## src/rtl/mul_share_pkg.sv

```systemverilog
// -----------------------------------------------------------------------------
// mul_share_pkg
// Shared definitions for the multiplier-sharing scheduler:
//   - default parameter values (operand width, requester count, latency, depth)
//   - rsp_entry_t : layout of one response entry {id, product} at default widths
//   - clog2       : ceiling log2 used to size IDs, pointers and counters
// No ports (package).
// -----------------------------------------------------------------------------
package mul_share_pkg;

    localparam int DEF_WIDTH       = 32;
    localparam int DEF_NREQ        = 4;
    localparam int DEF_IDW         = 2;
    localparam int DEF_MUL_LATENCY = 3;
    localparam int DEF_FIFO_DEPTH  = 4;

    typedef struct packed {
        logic [DEF_IDW-1:0]     id;
        logic [2*DEF_WIDTH-1:0] y;
    } rsp_entry_t;

    // Ceiling log2, never less than 1 so the result is always a legal width.
    function automatic int clog2(input int value);
        int r;
        r = 0;
        for (int i = 0; i < 31; i++) begin
            r = ((32'd1 << i) < value) ? (i + 1) : r;
        end
        return (r < 1) ? 1 : r;
    endfunction

endpackage

```

## src/rtl/mul_rsp_fifo.sv

```systemverilog
// -----------------------------------------------------------------------------
// mul_rsp_fifo
// First-word-fall-through FIFO holding scheduler responses.
// Ports:
//   i_clk, i_rst  : clock, synchronous active-high reset (empties the FIFO)
//   i_push        : write i_push_data this cycle
//   i_push_data   : entry to write (EW bits)
//   i_pop         : consume the head entry (ignored when empty)
//   o_head        : head entry, valid whenever o_empty is low
//   o_empty       : no entries stored
//   o_count       : number of entries stored
// Simultaneous push and pop are allowed in any state; the caller guarantees
// that a push into a full FIFO is always accompanied by a pop.
// -----------------------------------------------------------------------------
module mul_rsp_fifo
    import mul_share_pkg::*;
#(
    parameter int DEPTH = DEF_FIFO_DEPTH,
    parameter int EW    = DEF_IDW + 2 * DEF_WIDTH
) (
    input  logic                          i_clk,
    input  logic                          i_rst,
    input  logic                          i_push,
    input  logic [EW-1:0]                 i_push_data,
    input  logic                          i_pop,
    output logic [EW-1:0]                 o_head,
    output logic                          o_empty,
    output logic [clog2(DEPTH + 1)-1:0]   o_count
);

    localparam int PTRW = clog2(DEPTH);
    localparam int CNTW = clog2(DEPTH + 1);

    logic [EW-1:0]   r_mem [DEPTH];
    logic [PTRW-1:0] r_wr_ptr;
    logic [PTRW-1:0] r_rd_ptr;
    logic [CNTW-1:0] r_count;
    logic            w_pop;

    assign w_pop   = i_pop & (r_count != '0);
    assign o_head  = r_mem[r_rd_ptr];
    assign o_empty = (r_count == '0);
    assign o_count = r_count;

    // Storage array: data only, no reset needed since r_count gates validity.
    always_ff @(posedge i_clk) begin
        if (i_push) begin
            r_mem[r_wr_ptr] <= i_push_data;
        end
    end

    // Pointers and occupancy.
    always_ff @(posedge i_clk) begin
        if (i_rst) begin
            r_wr_ptr <= '0;
            r_rd_ptr <= '0;
            r_count  <= '0;
        end else begin
            if (i_push) begin
                r_wr_ptr <= (r_wr_ptr == PTRW'(DEPTH - 1)) ? '0 : r_wr_ptr + PTRW'(1);
            end
            if (w_pop) begin
                r_rd_ptr <= (r_rd_ptr == PTRW'(DEPTH - 1)) ? '0 : r_rd_ptr + PTRW'(1);
            end
            case ({i_push, w_pop})
                2'b10:   r_count <= r_count + CNTW'(1);
                2'b01:   r_count <= r_count - CNTW'(1);
                default: r_count <= r_count;
            endcase
        end
    end

endmodule

```

## src/rtl/mul_share_sched.sv

```systemverilog
// -----------------------------------------------------------------------------
// mul_share_sched
// Shares one external fixed-latency pipelined multiplier between NREQ
// requesters. Round-robin arbitration, credit-gated issue (a result slot is
// reserved in the response FIFO before an operation is issued, so results are
// never dropped), requester-ID tag pipe matched to the multiplier latency, and
// a FWFT response FIFO on a valid/ready channel.
// Ports:
//   clk, rst            : clock, synchronous active-high reset
//   req_valid/req_ready : per-requester handshake (at most one ready bit high)
//   req_a/req_b         : packed operands, requester i at [i*WIDTH +: WIDTH]
//   mul_a/mul_b         : operands to the multiplier (0 when not issuing)
//   mul_y               : multiplier product, MUL_LATENCY cycles after issue
//   rsp_valid/rsp_ready : response handshake
//   rsp_id/rsp_y        : owning requester and unsigned 2*WIDTH product
// Optional (macro MUL_SHARE_SCHED_STATS_EN):
//   stat_issued         : wrapping count of issued operations
//   stat_stall          : wrapping count of cycles with a request but no credit
// -----------------------------------------------------------------------------
module mul_share_sched
    import mul_share_pkg::*;
#(
    parameter int WIDTH       = DEF_WIDTH,
    parameter int NREQ        = DEF_NREQ,
    parameter int IDW         = DEF_IDW,
    parameter int MUL_LATENCY = DEF_MUL_LATENCY,
    parameter int FIFO_DEPTH  = DEF_FIFO_DEPTH
) (
    input  logic                    clk,
    input  logic                    rst,
    input  logic [NREQ-1:0]         req_valid,
    output logic [NREQ-1:0]         req_ready,
    input  logic [NREQ*WIDTH-1:0]   req_a,
    input  logic [NREQ*WIDTH-1:0]   req_b,
    output logic [WIDTH-1:0]        mul_a,
    output logic [WIDTH-1:0]        mul_b,
    input  logic [2*WIDTH-1:0]      mul_y,
    output logic                    rsp_valid,
    input  logic                    rsp_ready,
    output logic [IDW-1:0]          rsp_id,
    output logic [2*WIDTH-1:0]      rsp_y
`ifdef MUL_SHARE_SCHED_STATS_EN
    ,
    output logic [31:0]             stat_issued,
    output logic [31:0]             stat_stall
`endif
);

    localparam int CW = clog2(FIFO_DEPTH + 1);
    localparam int EW = IDW + 2 * WIDTH;

    if (NREQ < 2) begin : g_chk_nreq
        $error("mul_share_sched: NREQ must be at least 2");
    end
    if (IDW != clog2(NREQ)) begin : g_chk_idw
        $error("mul_share_sched: IDW must equal clog2(NREQ)");
    end
    if (FIFO_DEPTH < MUL_LATENCY + 1) begin : g_chk_depth
        $error("mul_share_sched: FIFO_DEPTH must be at least MUL_LATENCY+1");
    end

    logic [IDW-1:0]  r_rr_ptr;
    logic [CW-1:0]   r_credits;
    logic            r_tag_vld [MUL_LATENCY];
    logic [IDW-1:0]  r_tag_id  [MUL_LATENCY];

    logic [IDW-1:0]  w_grant;
    logic            w_any;
    logic            w_issue;
    logic            w_pop;
    logic            w_fifo_empty;
    logic [EW-1:0]   w_fifo_head;
    logic [CW-1:0]   w_unused_fifo_count;

    // Round-robin search starting at r_rr_ptr, wrapping at NREQ.
    always_comb begin
        w_grant = '0;
        w_any   = 1'b0;
        for (int k = 0; k < NREQ; k++) begin
            logic [IDW-1:0] v_idx;
            logic           v_hit;
            v_idx   = IDW'((int'(r_rr_ptr) + k) % NREQ);
            v_hit   = ~w_any & req_valid[v_idx];
            w_grant = v_hit ? v_idx : w_grant;
            w_any   = w_any | v_hit;
        end
    end

    // Reset blocks issue so no handshake can complete while state is cleared.
    assign w_issue = w_any & (r_credits != '0) & ~rst;

    // One-hot ready to the granted requester and operand steering.
    always_comb begin
        req_ready          = '0;
        req_ready[w_grant] = w_issue;
        mul_a              = w_issue ? req_a[w_grant * WIDTH +: WIDTH] : '0;
        mul_b              = w_issue ? req_b[w_grant * WIDTH +: WIDTH] : '0;
    end

    assign rsp_valid = ~w_fifo_empty;
    assign w_pop     = rsp_valid & rsp_ready;
    assign rsp_id    = w_fifo_head[EW-1 -: IDW];
    assign rsp_y     = w_fifo_head[2*WIDTH-1:0];

    // Round-robin pointer: moves past the winner on each issue.
    always_ff @(posedge clk) begin
        if (rst) begin
            r_rr_ptr <= '0;
        end else if (w_issue) begin
            r_rr_ptr <= (w_grant == IDW'(NREQ - 1)) ? '0 : w_grant + IDW'(1);
        end else begin
            r_rr_ptr <= r_rr_ptr;
        end
    end

    // Tag pipe mirroring the multiplier pipeline; clearing it on reset is what
    // discards in-flight products, since the multiplier itself is not reset.
    always_ff @(posedge clk) begin
        if (rst) begin
            for (int s = 0; s < MUL_LATENCY; s++) begin
                r_tag_vld[s] <= 1'b0;
                r_tag_id[s]  <= '0;
            end
        end else begin
            r_tag_vld[0] <= w_issue;
            r_tag_id[0]  <= w_grant;
            for (int s = 1; s < MUL_LATENCY; s++) begin
                r_tag_vld[s] <= r_tag_vld[s-1];
                r_tag_id[s]  <= r_tag_id[s-1];
            end
        end
    end

    // Credits = free FIFO slots not yet reserved by in-flight operations.
    always_ff @(posedge clk) begin
        if (rst) begin
            r_credits <= CW'(FIFO_DEPTH);
        end else begin
            case ({w_issue, w_pop})
                2'b10:   r_credits <= r_credits - CW'(1);
                2'b01:   r_credits <= r_credits + CW'(1);
                default: r_credits <= r_credits;
            endcase
        end
    end

`ifdef MUL_SHARE_SCHED_STATS_EN
    // Issue and credit-starvation counters, wrapping at 2^32.
    always_ff @(posedge clk) begin
        if (rst) begin
            stat_issued <= 32'd0;
            stat_stall  <= 32'd0;
        end else begin
            stat_issued <= w_issue ? stat_issued + 32'd1 : stat_issued;
            stat_stall  <= (w_any && (r_credits == '0)) ? stat_stall + 32'd1 : stat_stall;
        end
    end
`endif

    mul_rsp_fifo #(
        .DEPTH (FIFO_DEPTH),
        .EW    (EW)
    ) u_rsp_fifo (
        .i_clk       (clk),
        .i_rst       (rst),
        .i_push      (r_tag_vld[MUL_LATENCY-1]),
        .i_push_data ({r_tag_id[MUL_LATENCY-1], mul_y}),
        .i_pop       (w_pop),
        .o_head      (w_fifo_head),
        .o_empty     (w_fifo_empty),
        .o_count     (w_unused_fifo_count)
    );

endmodule

```

## config.mk

```make
export PLATFORM = sky130hd
export DESIGN_NAME = mul_share_sched
export DESIGN_NICKNAME = d
export VERILOG_FILES = /design/src/rtl/mul_share_pkg.sv /design/src/rtl/mul_rsp_fifo.sv /design/src/rtl/mul_share_sched.sv
export SDC_FILE = /design/constraint.sdc
export NUM_CORES = 1
export LEC_CHECK = 0
export BUFFER_PORTS_ARGS = -buffer_cell sky130_fd_sc_hd__buf_2
export CORE_AREA = 2 2 179 181
export CTS_CLUSTER_SIZE = 20
export DETAILED_ROUTE_END_ITERATION = 10
export DIE_AREA = 0 0 181 183
export PLACE_DENSITY_LB_ADDON = 0.25
export SLEW_MARGIN = 20
export SYNTH_ARGS = -nofsm -noshare
export SYNTH_HDL_FRONTEND = slang
export SYNTH_SLANG_ARGS = --single-unit
```

## constraint.sdc

```tcl
create_clock -name clk -period 3.1 [get_ports clk]
set_input_delay 0.155 -clock clk [delete_from_list [all_inputs] [get_ports clk]]
set_output_delay 0.155 -clock clk [all_outputs]
set_load 0.02 [all_outputs]
```

==> impl_metrics.ini, run 1 <==
[logic_synthesis]
synth-async-reset-ratio_pct = 0
syn_area_um2 = 12800
synthCells = 684
synth_nets = 1024
yosysSeqAreaShare_pct = 65.3
ys_top_cells_by_area = edfxtp_1, mux4_2, mux2i_1, o22ai_2, dfxtp_1
synth-main-ff-cell = edfxtp_1
yosysWarnings = 0
synth_top_cell_area_share_pct = 61.7
ys_types = 37
synth_seq_cells = 287
synth_edf_count = 264
avgSynthCellArea_um2 = 18.8
synth_top_area_cell = edfxtp_1

[critical_path]
slowest_delay_ns = 0.39
setup.worst_path.end = mul_b[0]
critPathRequiredTime_ns = 2.94
crit_arrival_ns = 2.75
path_class = flop to primary output
r2r_end = r_credits[2]
crit_path_start_kind = flop
worstPathMaxFanout = 30
rr_startpoint = r_credits[0]
crit_family = buffers and inverters
crit_start = r_rr_ptr[0]
crit_top_cell = buf_12
cp_num_buf_inv = 3
cp-end-kind = primary output
cp_num_cells = 8
worstPathCellList = nor2b_1 > nor2_1 > a2bb2oi_4 > buf_12 > buf_12 > mux2i_1 > o22ai_2 > buf_2
crit_slowest_cell = mux2i_1
reg2reg_setup_slack_ns = 0.62
reg2regPathDepth = 9

[clock_network]
postCtsSetupBuffers = 0
clkLatencyLatePin_ns = 0.52
cts.clk_slew.worst_paths_ns = 0.06
htreeDepth = 1
clock_sinks = 287
cts_root_buffer = clkbuf_16
clockBufferDepth = 3
numCtsBuffers = 27
cts_tree = built

[routing]
wirelength_um = 37600
via_count = 8393
ant_nets = 0
wire_per_inst_um = 22.9
drc = 0
dr.first_iter.drc_count = 528
dr.pass1.iters = 5
via_per_inst = 5.12

[grt]
grt_pass1_vias = 8707
antenna_found_initial = 6
grt_use_total_pct = 21.9
grt_pass1_wl_um = 53900
grt-ovfl-total = 0
grt_max_degree = 56

[finish]
final_common_cell = buf_2
nets = 1553
finalNonFillerCells = 1640
final_cell_mix = buf_2, edfxtp_1, mux2i_1, mux4_2, dlygate4sd3_1
drive_above_1_share_pct = 52.3
syn2layout_area_growth_pct = 32.9

[placed_design]
post-place-cells = 1522
io_buffers = 461
place_hpwl_um = 28500
gp_congestion = 1.00

[timing]
tns_ns = 0
whs_ns = 0.0285
setup_violations = 0
finalMaxSlewViolations = 0
rsz0062_at_grt = no
worst_pin_slew_ns = 0.760
hold_violations = 0
max_freq_ghz = 0.345
clock_skew_ns = 0.0102
relSlewSlack_pct = 49.0
min_period_ns = 2.90
fin_crit_sh_pct = 93.6

[status]
status = complete, no violations

[pwr]
p_per_area_nw_per_um2 = 671
ir_drop_mv = 0.373
leakage_nw = 6.67

[die]
dieArea_um2 = 33100
core_area_um2 = 31200
die_x_um = 181
num_rows = 65
die_h_um = 183
start_util_pct = 41.1
io_pins = 462

[min_path]
hold_depth = 2
hold_path_class = input port to flop

[run]
drv_cap = 0
-- cells by family after synthesis --
family,Yosys count,synth area share (%)
buffers and inverters,56,2.95
adders and majority gates,13,1.38
AOI/OAI and AO/OA,78,6.20
xor gates and xnor gates,4,0.273
and+or+nand+nor,50,2.18
DFF,287,65.3
muxes,196,21.7
-- area by class of cell --
type | count | area, um2
inverter | 12 | 45.0
fill | 2534 | 14200
timing repair buffer | 544 | 3240
tap | 402 | 503
clock buffer | 39 | 721
sequential | 287 | 8400
antenna | 6 | 15.0
clock inverter | 9 | 42.5
multi-input combinational | 341 | 4110
-- where the power goes --
| part | switching [mW] | internal, mW | leakage [nW] |
|---|---|---|---|
| registers | 0.150 | 4.36 | 2.57 |
| logic | 2.29 | 1.77 | 3.72 |
| clock network | 1.27 | 1.60 | 0.369 |
| total | 3.71 | 7.74 | 6.67 |
-- sequential cells by signal (all words and copies together) (netlist names), named ones only --
signal,count
u_rsp_fifo.o_count,3
u_rsp_fifo.r_rd_ptr,2
u_rsp_fifo.r_wr_ptr,2
u_rsp_fifo.r_mem,264
r_credits,3
r_tag_id,6
r_tag_vld,3
r_rr_ptr,2
-- worst min-delay path by stage --
stage	slack, ns	from	endpoint
after CTS	0.02	rst	u_rsp_fifo.o_count[0]
after global placement	0.37	mul_y[7]	u_rsp_fifo.r_mem[2][7]
after global routing	0.05	rst	r_credits[0]
after floorplan	0.25	mul_y[0]	u_rsp_fifo.r_mem[0][0]
after detailed placement	0.37	mul_y[16]	u_rsp_fifo.r_mem[1][16]
final	0.03	rst	u_rsp_fifo.o_count[0]
-- metal layers --
| metal | up-vias | global-route usage [%] | share of wire (%) |
|---|---|---|---|
| li1 | 3866 | - | - |
| met1 | 4162 | 27.8 | 40 |
| met2 | 326 | 38.4 | 51 |
| met3 | 39 | 5.46 | 7.8 |
| met4 | 0 | 4.46 | 1.3 |
| met5 | - | 0 | 0 |
-- Yosys cell counts (4+ instances only) --
cell / count
edfxtp_1: 264
mux2i_1: 130
mux4_2: 66
o22ai_2: 49
dfxtp_1: 23
buf_6: 16
o22ai_1: 15
buf_2: 12
nor2_1: 12
ha_1: 11
inv_1: 10
nor2b_1: 9
and2_1: 8
clkbuf_1: 8
nand2_1: 7
a21oi_1: 5
clkbuf_4: 5
nor3_1: 4
o21ai_0: 4
xor2_1: 4
-- what timing repair did --
item                                    4_1_cts  5_1_grt
hold endpoints to repair                    256        0
gates resized for setup                       0        1
endpoints found under the setup margin        0        2
hold buffers                                 64        0
-- stage by stage --
| step | setup slack [ns] | instance area (um2) | util, % | power (mW) |
|---|---|---|---|---|
| floorplan | 0.569 | 12800 | - | 7.37 |
| global placement | 0.665 | 15700 | 50.1 | 8.61 |
| detailed placement | 0.611 | 15700 | 50.1 | 8.62 |
| CTS | 0.149 | 17100 | 54.6 | 11.6 |
| global route | 0.0632 | 17100 | 54.7 | 11.9 |
| finish | 0.199 | 17100 | 54.7 | 11.5 |
Power figures use the tool's default switching activity.
==> run 2: changes to the inputs <==
--- a/config.mk
+++ b/config.mk
@@ -6,12 +6,10 @@
 export NUM_CORES = 1
 export LEC_CHECK = 0
 export BUFFER_PORTS_ARGS = -buffer_cell sky130_fd_sc_hd__buf_2
-export CORE_AREA = 2 2 179 181
+export CORE_UTILIZATION = 28
 export CTS_CLUSTER_SIZE = 20
 export DETAILED_ROUTE_END_ITERATION = 10
-export DIE_AREA = 0 0 181 183
 export PLACE_DENSITY_LB_ADDON = 0.25
-export SLEW_MARGIN = 20
 export SYNTH_ARGS = -nofsm -noshare
 export SYNTH_HDL_FRONTEND = slang
 export SYNTH_SLANG_ARGS = --single-unit
==> run 2 against run 1 <==
Net effect: register-to-register slack barely moved; largest power group unchanged; largest cell class unchanged; cell count rose by 13%; highest routed layer unchanged; first-iteration DRC count fell by 29%.
==> impl_metrics.ini, run 2 (synthesis gave the netlist of run 1 again) <==
[status]
status = complete, no violations

[pwr]
leakage_nw = 6.77
ir_drop_mv = 0.365
p_per_area_nw_per_um2 = 678

[timing]
fin_crit_sh_pct = 98.4
finalMaxSlewViolations = 0
hold_violations = 0
tns_ns = 0
min_period_ns = 3.05
clock_skew_ns = 0.0106
max_freq_ghz = 0.328
setup_ws_ns = 0.0495
whs_ns = 0.0534
setup_violations = 0
relSlewSlack_pct = 45.6
rsz0062_at_grt = no
worst_pin_slew_ns = 0.794

[clock_network]
postCtsSetupBuffers = 0
numCtsBuffers = 27
clkLatencyLatePin_ns = 0.52
htreeDepth = 1
cts.clk_slew.worst_paths_ns = 0.06
clock_sinks = 287
clockBufferDepth = 3
cts_tree = built
cts_root_buffer = clkbuf_16

[grt]
grt-ovfl-total = 0
grt_pass1_vias = 8832
grt_max_degree = 71
antenna_found_initial = 9
grt_pass1_wl_um = 54100
grt_use_total_pct = 15.3

[routing]
ant_nets = 0
via_per_inst = 4.53
wire_per_inst_um = 19.9
wirelength_um = 36800
dr.first_iter.drc_count = 374
dr.pass1.iters = 4
via_count = 8385
drc = 0

[die]
dieArea_um2 = 46700
io_pins = 462
start_util_pct = 28.4
num_rows = 78
die_h_um = 216
core_area_um2 = 45300
die_x_um = 216

[finish]
drive_above_1_share_pct = 53.2
finalNonFillerCells = 1849
reg.largest.list = u_rsp_fifo.r_mem: 264 flops, r_tag_id: 6 flops
largest_reg_flops = 264
top_register = u_rsp_fifo.r_mem
nets = 1566
final_cell_area_um2 = 17500
final_common_cell = buf_2
syn2layout_area_growth_pct = 36.2
final_cell_mix = buf_2, edfxtp_1, mux2i_1, mux4_2, dlygate4sd3_1

[critical_path]
critPathRequiredTime_ns = 2.94
reg2regPathDepth = 9
crit_slowest_cell = mux2i_1
crit_arrival_ns = 2.90
crit_family = multiplexers
cp_num_cells = 7
worstPathCellList = nor2b_2 > nor2_2 > a2bb2oi_4 > buf_12 > mux2i_1 > o22ai_2 > buf_2
cp_num_buf_inv = 2
slowest_delay_ns = 0.73
worstPathMaxFanout = 70
path_class = flop to primary output
crit_path_start_kind = flop
cp-end-kind = primary output

[min_path]
hold_path_class = input port to flop
hold_depth = 3

[placed_design]
place_area_um2 = 15900
post-place-ws_ns = 0.592
place_hpwl_um = 27700
gp_congestion = 0.892
post-place-cells = 1731
io_buffers = 461

[run]
drv_cap = 0
-- run 2: where the power goes --
group | internal, mW | leakage (nW) | switching, mW | total [mW]
logic | 1.79 | 3.77 | 2.30 | 4.10
clock network | 1.92 | 0.425 | 1.34 | 3.27
registers | 4.36 | 2.57 | 0.141 | 4.50
total | 8.08 | 6.77 | 3.79 | 11.9
-- run 2: path summary, 6_finish.rpt --
path	from	end	slack, ns
max	r_rr_ptr[0]	mul_b[2]	0.05
min	req_valid[1]	r_tag_id[0][0]	0.05
max reg2reg	r_credits[0]	r_credits[2]	0.61
min reg2reg	r_tag_vld[0][1]	r_tag_vld[0][2]	0.44
-- run 2: stage by stage --
| stage | utilization (%) | power [mW] |
|---|---|---|
| after floorplan | - | 7.37 |
| after global placement | 35.2 | 8.65 |
| after detailed placement | 35.2 | 8.66 |
| after CTS | 38.6 | 12.0 |
| after global routing | 38.6 | 12.4 |
| final | 38.6 | 11.9 |
-- run 2: layer usage --
layer  up-vias  GRT usage, %  wire length [um]
met1      4134          17.9             14400
met4         0          7.44              1760
met5         -             0                 0
met3        46          2.44              1950
li1       3882             -                 -
met2       323          27.3             18700
-- run 2: final cells by class --
| cell class | instances | area [um2] |
|---|---|---|
| Fill cell | 4320 | 27800 |
| Sequential cell | 287 | 8400 |
| Multi-Input combinational cell | 341 | 4110 |
| Timing Repair Buffer | 557 | 3310 |
| Tap cell | 600 | 751 |
| Clock buffer | 30 | 687 |
| Clock inverter | 17 | 188 |
| Inverter | 12 | 45.0 |
| Antenna cell | 5 | 12.5 |
-- run 2: what timing repair did --
action,4_1_cts,5_1_grt
endpoints found under the hold margin,258,0
hold buffers,66,0
gates resized for setup,0,1
setup endpoints to repair,0,22
-- run 2: worst min-delay path, cell delays in order --
cell	delay [ns]
buf_2	0.14
nor2_1	0.10
a2111oi_0	0.13
